[src/rtl/fib_pkg.sv]
// Shared types for the Fibonacci stack engine: FSM states, frame phases and the
// LIFO frame layout. Frames use fixed maximum field widths so one typedef serves every instance.
package fib_pkg;

    typedef enum logic [1:0] {
        S_IDLE = 2'd0,
        S_EVAL = 2'd1,
        S_RET  = 2'd2,
        S_DONE = 2'd3
    } state_e;

    typedef enum logic [1:0] {
        PH_CALL1 = 2'd0,
        PH_CALL2 = 2'd1,
        PH_SUM   = 2'd2
    } ph_e;

    localparam int unsigned IDX_MAX_W = 8;
    localparam int unsigned ACC_MAX_W = 32;

    typedef struct packed {
        logic [IDX_MAX_W-1:0] idx;
        ph_e                  ph;
        logic [ACC_MAX_W-1:0] acc;
    } frame_t;

    function automatic frame_t mk_frame(input logic [IDX_MAX_W-1:0] idx,
                                        input ph_e                  ph,
                                        input logic [ACC_MAX_W-1:0] acc);
        frame_t f;
        f.idx = idx;
        f.ph  = ph;
        f.acc = acc;
        return f;
    endfunction

endpackage

[src/rtl/fib_stack.sv]
// Frame LIFO for the Fibonacci engine: push, pop and in-place rewrite of the top entry.
// A push and a top rewrite may happen in the same cycle (they address different slots).
module fib_stack #(
    parameter int unsigned FRAME_W = 8,
    parameter int unsigned DEPTH   = 8
) (
    input  logic               clk,
    input  logic               rst,
    input  logic               push,
    input  logic               pop,
    input  logic               wr_top,
    input  logic [FRAME_W-1:0] push_data,
    input  logic [FRAME_W-1:0] top_wdata,
    output logic [FRAME_W-1:0] top_data,
    output logic               empty
);

    localparam int unsigned AW = (DEPTH > 1) ? $clog2(DEPTH) : 1;

    logic [FRAME_W-1:0] mem_q [DEPTH];
    logic [AW:0]        sp_q, sp_d;
    logic [AW-1:0]      top_ptr;
    logic [AW-1:0]      push_ptr;

    assign top_ptr  = AW'(sp_q - 1'b1);
    assign push_ptr = AW'(sp_q);
    assign top_data = mem_q[top_ptr];
    assign empty    = (sp_q == '0);

    always_comb begin
        sp_d = sp_q;
        if (push && !pop) begin
            sp_d = sp_q + 1'b1;
        end else if (pop && !push) begin
            sp_d = sp_q - 1'b1;
        end
    end

    always_ff @(posedge clk or negedge rst) begin
        if (!rst) begin
            sp_q <= '0;
        end else begin
            sp_q <= sp_d;
        end
    end

    always_ff @(posedge clk) begin
        if (push) begin
            mem_q[push_ptr] <= push_data;
        end
        if (wr_top) begin
            mem_q[top_ptr] <= top_wdata;
        end
    end

endmodule

[src/rtl/fib_stack_engine.sv]
// Fibonacci engine (fib(0)=fib(1)=1) evaluated by explicit recursion over a frame LIFO.
// Optional macro FIB_OVF_EN: saturate on adder carry and report a sticky ovf flag.
module fib_stack_engine
    import fib_pkg::*;
#(
    parameter int N_W   = 3,
    parameter int OUT_W = 5
) (
    input  logic             clk,
    input  logic             rst,
    input  logic             start,
    input  logic [N_W-1:0]   n,
    output logic [OUT_W-1:0] out,
    output logic             done,
    output logic             busy,
    output logic             ovf
);

    localparam int unsigned DEPTH   = 1 << N_W;
    localparam int unsigned FRAME_W = $bits(frame_t);

    state_e           state_q, state_d;
    logic [OUT_W-1:0] retval_q, retval_d;
    logic [OUT_W-1:0] out_q, out_d;

    logic   push, pop, wr_top, empty;
    frame_t push_frame, wr_frame, top_frame;
    logic   top_leaf;

`ifdef FIB_OVF_EN
    logic             ovf_q, ovf_d;
    logic [OUT_W:0]   sum_w;
`else
    logic [OUT_W-1:0] sum_w;
`endif

    fib_stack #(
        .FRAME_W (FRAME_W),
        .DEPTH   (DEPTH)
    ) u_stack (
        .clk       (clk),
        .rst       (rst),
        .push      (push),
        .pop       (pop),
        .wr_top    (wr_top),
        .push_data (push_frame),
        .top_wdata (wr_frame),
        .top_data  (top_frame),
        .empty     (empty)
    );

    assign top_leaf = (top_frame.idx < IDX_MAX_W'(2));

    always_ff @(posedge clk or negedge rst) begin
        if (!rst) begin
            state_q <= S_IDLE;
        end else begin
            state_q <= state_d;
        end
    end

    always_comb begin
        state_d = state_q;
        unique case (state_q)
            S_IDLE, S_DONE: if (start) state_d = S_EVAL;
            S_EVAL:         if (top_leaf) state_d = S_RET;
            S_RET: begin
                if (empty) begin
                    state_d = S_DONE;
                end else if (top_frame.ph == PH_CALL2) begin
                    state_d = S_EVAL;
                end
            end
            default:        state_d = S_IDLE;
        endcase
    end

    always_comb begin
        push       = 1'b0;
        pop        = 1'b0;
        wr_top     = 1'b0;
        push_frame = '0;
        wr_frame   = top_frame;
        retval_d   = retval_q;
        out_d      = out_q;
`ifdef FIB_OVF_EN
        ovf_d      = ovf_q;
        sum_w      = {1'b0, top_frame.acc[OUT_W-1:0]} + {1'b0, retval_q};
`else
        sum_w      = top_frame.acc[OUT_W-1:0] + retval_q;
`endif
        unique case (state_q)
            S_IDLE, S_DONE: begin
                if (start) begin
                    push       = 1'b1;
                    push_frame = mk_frame(IDX_MAX_W'(n), PH_CALL1, '0);
`ifdef FIB_OVF_EN
                    ovf_d      = 1'b0;
`endif
                end
            end
            S_EVAL: begin
                if (top_leaf) begin
                    pop      = 1'b1;
                    retval_d = OUT_W'(1);
                end else begin
                    wr_top     = 1'b1;
                    wr_frame   = mk_frame(top_frame.idx, PH_CALL2, top_frame.acc);
                    push       = 1'b1;
                    push_frame = mk_frame(top_frame.idx - IDX_MAX_W'(1), PH_CALL1, '0);
                end
            end
            S_RET: begin
                if (empty) begin
                    out_d = retval_q;
                end else if (top_frame.ph == PH_CALL2) begin
                    // First child's result parks in the frame while the second child runs
                    wr_top     = 1'b1;
                    wr_frame   = mk_frame(top_frame.idx, PH_SUM, ACC_MAX_W'(retval_q));
                    push       = 1'b1;
                    push_frame = mk_frame(top_frame.idx - IDX_MAX_W'(2), PH_CALL1, '0);
                end else if (top_frame.ph == PH_SUM) begin
                    pop = 1'b1;
`ifdef FIB_OVF_EN
                    if (sum_w[OUT_W] || ovf_q) begin
                        retval_d = '1;
                        ovf_d    = 1'b1;
                    end else begin
                        retval_d = sum_w[OUT_W-1:0];
                    end
`else
                    retval_d = sum_w;
`endif
                end
            end
            default: ;
        endcase
    end

    always_ff @(posedge clk or negedge rst) begin
        if (!rst) begin
            retval_q <= '0;
            out_q    <= '0;
        end else begin
            retval_q <= retval_d;
            out_q    <= out_d;
        end
    end

`ifdef FIB_OVF_EN
    always_ff @(posedge clk or negedge rst) begin
        if (!rst) begin
            ovf_q <= 1'b0;
        end else begin
            ovf_q <= ovf_d;
        end
    end
    assign ovf = ovf_q;
`else
    assign ovf = 1'b0;
`endif

    assign out  = out_q;
    assign done = (state_q == S_DONE);
    assign busy = (state_q == S_EVAL) || (state_q == S_RET);

endmodule

[config.mk]
export PLATFORM = sky130hd
export DESIGN_NAME = fib_stack_engine
export DESIGN_NICKNAME = d
export VERILOG_FILES = /design/src/rtl/fib_pkg.sv /design/src/rtl/fib_stack.sv /design/src/rtl/fib_stack_engine.sv
export SDC_FILE = /design/constraint.sdc
export NUM_CORES = 1
export LEC_CHECK = 0
export ABC_CLOCK_PERIOD_IN_PS = 6100
export CORE_ASPECT_RATIO = 0.7
export CORE_MARGIN = 3
export CORE_UTILIZATION = 50
export CTS_CLUSTER_DIAMETER = 150
export CTS_CLUSTER_SIZE = 25
export DETAILED_ROUTE_END_ITERATION = 8
export PLACE_DENSITY = 0.66
export SYNTH_ARGS = -nofsm -noshare
export SYNTH_HDL_FRONTEND = slang
export SYNTH_SLANG_ARGS = --single-unit
[constraint.sdc]
create_clock -name clk -period 6.1 [get_ports clk]
set_input_delay 0.61 -clock clk [delete_from_list [all_inputs] [get_ports clk]]
set_output_delay 0.61 -clock clk [all_outputs]
set_load 0.005 [all_outputs]
==> reports/results.ini, run 1 <==
[routing]
drt_iter0_drc=674
ant_nets=0
dr.pass1.iters=5
wl_mm=20.06
viasPerCell=6.430
wire_per_inst_um=24.05
via_count=5363
drc=0

[sta]
finalCritPeriodShare_pct=83.42
setup_viol=0
max_freq_mhz=196.5
rsz0062_at_grt=false
final_max_slew_viol_count=0
finalCriticalPeriod_ns=5.088
skew_ns=0.01178
setup_slack_ns=1.012
finalHoldViolations=0
slew_headroom_pct=18.45
tns_ns=0
worst_hold_slack_ns=0.5023
tightest_slew_ns=1.223

[yosys]
post_synth_num_cell_types=60
synth_top_area_cell=edfxtp_1
synthTopCellsByArea=edfxtp_1 (48%), mux2i_1 (8.8%), mux4_2 (5.7%)
synth_seq_cells=136
synth.most_common_cell=edfxtp_1
synthTopCellsByCount=edfxtp_1 (120), nor2_1 (101), mux2i_1 (66), nand2_1 (39), a21oi_1 (34)
avgSynthCellArea_sq_um=11.90
synth_edf_count=120
synth_top_area_share_pct=48.22
netlist_instances=628
synth_ff_type=edfxtp_1
syn_area_sq_um=7473
yosysSeqAreaShare_pct=53.57
yosys_warnings=0
async_flop_share_pct=11.76
syn_nets=649

[hold_path]
worstHoldStart=u_stack.sp_q[3]
min_path_type=reg2reg

[flow_run]
maxCapViolCount=0

[worst_setup_path]
r2r_slack_ns=1.01
crit_path_end_kind=flop
crit_path_start=u_stack.sp_q[1]
critical_path_class=reg2reg
worst_setup_path_start_kind=flop
r2r_cells=15
critPathMaxFanout=17
critPathRequiredTime_ns=6.44
endpoint=u_stack.sp_q[3]
r2r-end=u_stack.sp_q[3]
arrival_ns=5.43
worstReg2RegStart=u_stack.sp_q[1]

[clocking]
cts.sinks=136
cts_setup_buffers=0
clk_pin_slew_ns=0.06
cts.repair.resized=0
clk_path_buf_depth=2
cts_buffers=17
postCtsHoldBufs=0
cts_tree=yes
htree_levels=4
cts_root_buffer=clkbuf_16
insertion_delay_ns=0.42

[die]
rows=36
initial_core_util_pct=52.34
ios=14
die_h_um=108.3
core_region_area_sq_um=14280
dieArea_sq_um=16470
die_w_um=152.1

[grt]
grt_max_degree=55
grt_first_pass_wirelength_mm=31.04
grt_antenna_before_repair=0
grtUsageTotal_pct=25.04
grt-ovfl-total=0
grt_pass1_vias=5153

[layout]
fin_cells=834
post_route_cells_drive_above_1_share_pct=14.75
diodes=0
finalNetCount=652
synthToLayoutAreaGrowth_pct=11.47

[placement]
preCtsSetupSlack_ns=1.178
dpl.cell_count=802
hpwl_mm=13.33
globalplace.congestion=0.9081
io_buffers=12

[status]
status=complete, no violations

-- placed cells by master (no fill, tap or decap), types with 6 or more instances in the layout --
cell type	netlist	routed
o21ai_0	17	14
nand3_1	13	13
mux4_2	19	19
mux2_2	6	6
nand2_1	39	39
nor3_1	6	6
nor2_1	101	101
o221ai_1	12	12
inv_1	22	22
a211oi_1	16	16
nand3_2	6	6
ha_1	14	14
mux2i_1	66	66
a21oi_1	34	33
clkdlybuf4s50_1	0	12
dfrtp_1	16	15
edfxtp_1	120	120
buf_4	13	12
clkbuf_16	0	17
-- area by class of cell --
class | count | area [sq um]
Inverter | 24 | 90.09
Clock inverter | 14 | 125.1
Timing Repair Buffer | 24 | 210.2
Tap cell | 190 | 237.7
Clock buffer | 18 | 429.2
Multi-Input combinational cell | 428 | 3233
Sequential cell | 136 | 4005
Fill cell | 1147 | 5948
-- layer usage --
metal  vias to the layer above  track usage (%)  part of all wire, %
li1                       2381                -                    -
met1                      2695            37.88                   46
met2                       260            37.29                   45
met3                        27            5.160                  8.5
met4                         0            6.222                  1.3
met5                         -                0                    0
-- worst min path at each step --
| stage | depth (start not counted) | to |
|---|---|---|
| floorplan | 0 | out[0] |
| global placement | 1 | u_stack.sp_q[3] |
| detailed placement | 1 | u_stack.sp_q[3] |
| CTS | 1 | u_stack.sp_q[3] |
| global route | 1 | u_stack.sp_q[3] |
| finish | 1 | u_stack.sp_q[3] |
-- state kept, by name (all words and copies together) (netlist names) --
name	cells
state_q	2
u_stack.sp_q	4
out	5
u_stack.mem_q	120
retval_q	5
-- metrics by stage --
step | cell area, sq um | util [%]
6_report | 8330 | 58.34
5_1_grt | 8330 | 58.34
4_1_cts | 8330 | 58.34
3_5_place_dp | 7776 | 54.46
3_3_place_gp | 7776 | 54.46
2_1_floorplan | 7473 | -
-- cells by family (layout without fill, tap and decap cells) --
family,Yosys count,count (layout),share of synthesized area [%]
simple gates,182,182,10.61
flops,136,136,53.57
compound gates,128,128,12.07
mux,92,92,15.77
buf+inv,64,80,4.135
fa+ha+maj,15,15,2.612
xor+xnor,10,10,1.172
other cells,1,1,0.05018
-- worst max-delay path: stages, from the launching register on --
cell and delay, ns:
dfrtp_1 0.46, inv_1 0.11, ha_1 0.35, xor2_4 0.62, buf_4 0.38, mux2i_4 0.44, nand2_1 0.21, o41ai_4 0.42
buf_4 0.28, nand2_2 0.19, nor2_1 0.66, inv_1 0.10, ha_1 0.29, o22ai_1 0.17, nor2b_1 0.18, xor2_1 0.15
Power of run 1 is left out: the tool's default activity adds up to more than one toggle a clock period on the data nets, which glitch-free logic cannot reach.
==> inputs of run 2 (changes only) <==
Settings changed: ABC_CLOCK_PERIOD_IN_PS 6100 to 4760.
Clock period 6.1 ns to 4.76 ns, I/O delays scaled along.
==> reports/results.ini, run 2 (synthesized netlist as in run 1, its figures left out) <==
[die]
die_h_um=108.3  ; unchanged
rows=36  ; unchanged
die_w_um=152.1  ; unchanged
ios=14  ; unchanged
core_region_area_sq_um=14280  ; unchanged
dieArea_sq_um=16470  ; unchanged
initial_core_util_pct=52.34  ; unchanged

[clocking]
cts_root_buffer=clkbuf_16
cts_buffers=17  ; unchanged
cts.repair.resized=0  ; unchanged
cts.sinks=136  ; unchanged
cts_setup_buffers=0  ; unchanged
insertion_delay_ns=0.42  ; about the same
htree_levels=4  ; unchanged
cts_tree=yes
clk_path_buf_depth=2  ; unchanged
postCtsHoldBufs=0  ; unchanged
clk_pin_slew_ns=0.06  ; about the same

[worst_setup_path]
r2r_slack_ns=0.33  ; -0.68 ns
critical_path_class=reg2reg
critPathBufInv=4  ; unchanged
critPathRequiredTime_ns=4.88  ; -1.56 ns
cp_top_family=compound AO/OA/AOI/OAI gates
crit_path_frequent_cell=buf_4
critPathMaxFanout=26  ; +9
worst_setup_path_start_kind=flop
crit_path_end_kind=flop
critPathSlowestCell=o21ai_1
cp_cell_sequence=inv_1 > ha_1 > buf_4 > buf_4 > nor3_1 > a2111oi_0 > a31o_2 > o41ai_4 > nand2_2 > o21ai_1 > o21ai_1 > buf_4
arrival_ns=4.55  ; -0.88 ns
cpPeakStageDelay_ns=0.90  ; +0.24 ns

[sta]
finalHoldViolations=0  ; unchanged
tns_ns=0  ; unchanged
finalCriticalPeriod_ns=4.428  ; -0.6604 ns
max_freq_mhz=225.8  ; +15%
setup_viol=0  ; unchanged
tightest_slew_ns=1.153  ; -0.07008 ns
final_max_slew_viol_count=0  ; unchanged
skew_ns=0.01497  ; +0.003190 ns
finalCritPeriodShare_pct=93.02  ; +9.6 points
slew_headroom_pct=23.11  ; +4.7 points
rsz0062_at_grt=false

[routing]
drc=0  ; unchanged
ant_nets=0  ; unchanged
drt_iter0_drc=513  ; -24%
via_count=5305  ; -1.1%
wire_per_inst_um=23.40  ; -2.7%
wl_mm=19.89  ; -0.83%
dr.pass1.iters=5  ; unchanged
viasPerCell=6.241  ; -2.9%

[layout]
finalNetCount=668  ; +2.5%
final_cell_mix=edfxtp_1 (120), nor2_1 (101), mux2i_1 (66), nand2_1 (39), a21oi_1 (33)
synthToLayoutAreaGrowth_pct=13.56
mostFrequentLayoutCell=edfxtp_1
regMostFlops=u_stack.mem_q
n_fill_cell=1125  ; -1.9%
post_route_cells_drive_above_1_share_pct=16.82  ; +2.1 points
diodes=0  ; unchanged
largest_reg_flops=120  ; unchanged

[grt]
grt_max_degree=37  ; -33%
grt-ovfl-total=0  ; unchanged
grt_pass1_vias=5124  ; -0.56%
grt_antenna_before_repair=0  ; unchanged
grtUsageTotal_pct=24.92  ; -0.12 points
grt_first_pass_wirelength_mm=30.85  ; -0.62%

[flow_run]
maxCapViolCount=0  ; unchanged

[status]
status=complete, no violations

[placement]
hpwl_mm=13.81  ; +3.6%
io_buffers=12  ; unchanged
globalplace.congestion=0.8643  ; -4.8%

[hold_path]
min_path_type=reg2reg

[run 2: cell types whose count changed in the layout (fill, tap and decap cells not counted), sizes merged]
cell and delta:
buf +16, clkbuf +1, clkinv -7, clkinvlp +1, inv +5
[run 2: worst paths after layout]
| kind | startpoint | end | cells after the start |
|---|---|---|---|
| min | out[4] | out[4] | 1 |
| max | u_stack.sp_q[1] | u_stack.mem_q[3][34] | 12 |
| min reg2reg | out[4] | out[4] | 1 |
| max in group asynchronous | rst | u_stack.sp_q[0] | 1 |
| min in group asynchronous | rst | state_q[0] | 1 |
| max reg2reg | u_stack.sp_q[1] | u_stack.mem_q[3][34] | 12 |
[run 2: routing by layer]
metal	up-vias	GRT usage [%]	share of wire, %
met4	0	6.479	1.3
li1	2413	-	-
met3	26	7.200	8.8
met1	2635	36.65	46
met5	-	0	0
met2	231	36.60	44
[run 2: worst register-to-register path, cell delays in order (launching register included)]
cell,delay [ns]
dfrtp_1,0.47
inv_1,0.10
ha_1,0.31
buf_4,0.33
buf_4,0.32
nor3_1,0.09
a2111oi_0,0.46
a31o_2,0.24
o41ai_4,0.12
nand2_2,0.24
o21ai_1,0.19
o21ai_1,0.90
buf_4,0.34
[run 2: final cells by class]
class	count	area (sq um)	share of cell area, %
clock inverters	13	135.1	1.592
flip-flops and latches	136	4005	47.19
clock buffers	19	442.9	5.219
well taps	190	237.7	2.801
multi-input cells	428	3233	38.10
inverters	24	90.09	1.061
repair buffers	40	342.8	4.040
[run 2: metrics by stage]
step | cells | hold WS, ns | instance area [sq um] | util [%] | worst slack [ns]
detailed placement | 818 | 0.4931 | 7909 | 55.39 | 0.4046
global route | 850 | 0.5218 | 8487 | 59.44 | 0.06158
global placement | 818 | 0.4826 | 7909 | 55.39 | 0.6190
floorplan | 628 | 0.1804 | 7473 | - | 0.1765
finish | 850 | 0.5090 | 8487 | 59.44 | 0.3320
CTS | 850 | 0.5077 | 8487 | 59.44 | 0.3833
Power of run 2 is left out for the same reason.
==> inputs of run 3 (changes only) <==
Settings changed: HOLD_SLACK_MARGIN set to 0.03, SLEW_MARGIN set to 20.
==> reports/results.ini, run 3 (synthesized netlist as in run 1, its figures left out) <==
[clocking]
insertion_delay_ns=0.42  ; about the same
htree_levels=4  ; unchanged
clk_pin_slew_ns=0.06  ; about the same
cts_root_buffer=clkbuf_16
cts_tree=yes
cts.repair.resized=0  ; unchanged
clk_path_buf_depth=2  ; unchanged
cts_setup_buffers=0  ; unchanged
cts.sinks=136  ; unchanged
postCtsHoldBufs=0  ; unchanged
cts_buffers=17  ; unchanged

[worst_setup_path]
arrival_ns=4.52  ; -0.03 ns
critical_path_class=reg2reg
critPathMaxFanout=26  ; unchanged
worst_setup_path_start_kind=flop
r2r_cells=13  ; +1
crit_path_end_kind=flop
critPathRequiredTime_ns=4.88  ; about the same

[layout]
regMostFlops=u_stack.mem_q
final_cell_mix=edfxtp_1 (120), nor2_1 (101), mux2i_1 (66), nand2_1 (39), a21oi_1 (33)
multi_input_area_sq_um=3237  ; +0.12%
n_fill_cell=1123  ; -0.18%
largest_reg_flops=120  ; unchanged
post_route_cells_drive_above_1_share_pct=16.97  ; +0.15 points
finalNetCount=668  ; unchanged
mostFrequentLayoutCell=edfxtp_1
seqCellArea_sq_um=4005  ; unchanged
synthToLayoutAreaGrowth_pct=13.61  ; about the same
diodes=0  ; unchanged

[grt]
grt_antenna_before_repair=0  ; unchanged
grt_first_pass_wirelength_mm=30.85  ; unchanged
grt_max_degree=37  ; unchanged
grtUsageTotal_pct=24.92  ; unchanged
grt-ovfl-total=0  ; unchanged
grt_pass1_vias=5124  ; unchanged

[sta]
finalCritPeriodShare_pct=92.45  ; -0.58 points
tns_ns=0  ; unchanged
skew_ns=0.01470  ; -0.0002765 ns
tightest_slew_ns=1.134  ; -0.01958 ns
max_freq_mhz=227.2  ; +0.62%
rsz0062_at_grt=false
setup_viol=0  ; unchanged
finalHoldViolations=0  ; unchanged
finalCriticalPeriod_ns=4.401  ; -0.02745 ns
final_max_slew_viol_count=0  ; unchanged
slew_headroom_pct=24.41  ; +1.3 points

[placement]
io_buffers=12  ; unchanged
hpwl_mm=13.81  ; unchanged
globalplace.congestion=0.8643  ; unchanged

[status]
status=complete, no violations

[flow_run]
maxCapViolCount=0  ; unchanged

[routing]
wl_mm=19.94  ; +0.25%
dr.pass1.iters=5  ; unchanged
wire_per_inst_um=23.46  ; +0.25%
ant_nets=0  ; unchanged
drc=0  ; unchanged
via_count=5258  ; -0.89%
drt_iter0_drc=608  ; +19%
viasPerCell=6.186  ; -0.89%

[die]
rows=36  ; unchanged
core_region_area_sq_um=14280  ; unchanged
die_w_um=152.1  ; unchanged
die_h_um=108.3  ; unchanged
initial_core_util_pct=52.34  ; unchanged
ios=14  ; unchanged
dieArea_sq_um=16470  ; unchanged

[hold_path]
min_path_type=reg2reg
hold_depth=1  ; unchanged

==> run 3: path summary, 6_finish.rpt <==
check,startpoint,endpoint,slack [ns]
max,u_stack.sp_q[1],u_stack.mem_q[5][2],0.36
min,out[4],out[4],0.51
max reg2reg,u_stack.sp_q[1],u_stack.mem_q[5][2],0.36
min reg2reg,out[4],out[4],0.51
max in group asynchronous,rst,u_stack.sp_q[0],3.68
min in group asynchronous,rst,state_q[0],0.52
==> run 3: area by class of cell <==
type                       count  area share, %
inverter                      24          1.061
clock buffer                  19          5.217
clock inverter                13          1.592
timing repair buffer          40          4.038
sequential                   136          47.17
tap                          190          2.800
multi-input combinational    428          38.12
==> run 3: worst max-delay path: stages (launching register included) <==
cell and delay [ns]:
dfrtp_1 0.46, inv_1 0.10, ha_1 0.31, buf_4 0.32, buf_4 0.31, nor3_1 0.09, a2111oi_0 0.46, a31o_2 0.24
o41ai_4 0.12, a21oi_1 0.45, nand2_1 0.11, buf_4 0.22, o21ai_1 0.53, buf_4 0.35
==> run 3: metrics by stage <==
step | instance area, sq um | hold WS [ns] | setup slack [ns] | instances | util, %
6_report | 8491 | 0.5092 | 0.3595 | 850 | 59.46
5_1_grt | 8491 | 0.5218 | 0.1339 | 850 | 59.46
4_1_cts | 8487 | 0.5077 | 0.3833 | 850 | 59.44
3_5_place_dp | 7909 | 0.4931 | 0.4046 | 818 | 55.39
3_3_place_gp | 7909 | 0.4826 | 0.6190 | 818 | 55.39
2_1_floorplan | 7473 | 0.1804 | 0.1765 | 628 | -
==> run 3: metal layers <==
layer / track usage [%] / routed length [um] / share of wire (%) / vias up
met2: 36.60 / 8772 / 44 / 249
li1: - / - / - / 2409
met5: 0 / 0 / 0 / -
met4: 6.479 / 250 / 1.3 / 0
met1: 36.65 / 8852 / 44 / 2576
met3: 7.200 / 2067 / 10 / 24
Power of run 3 is left out for the same reason.
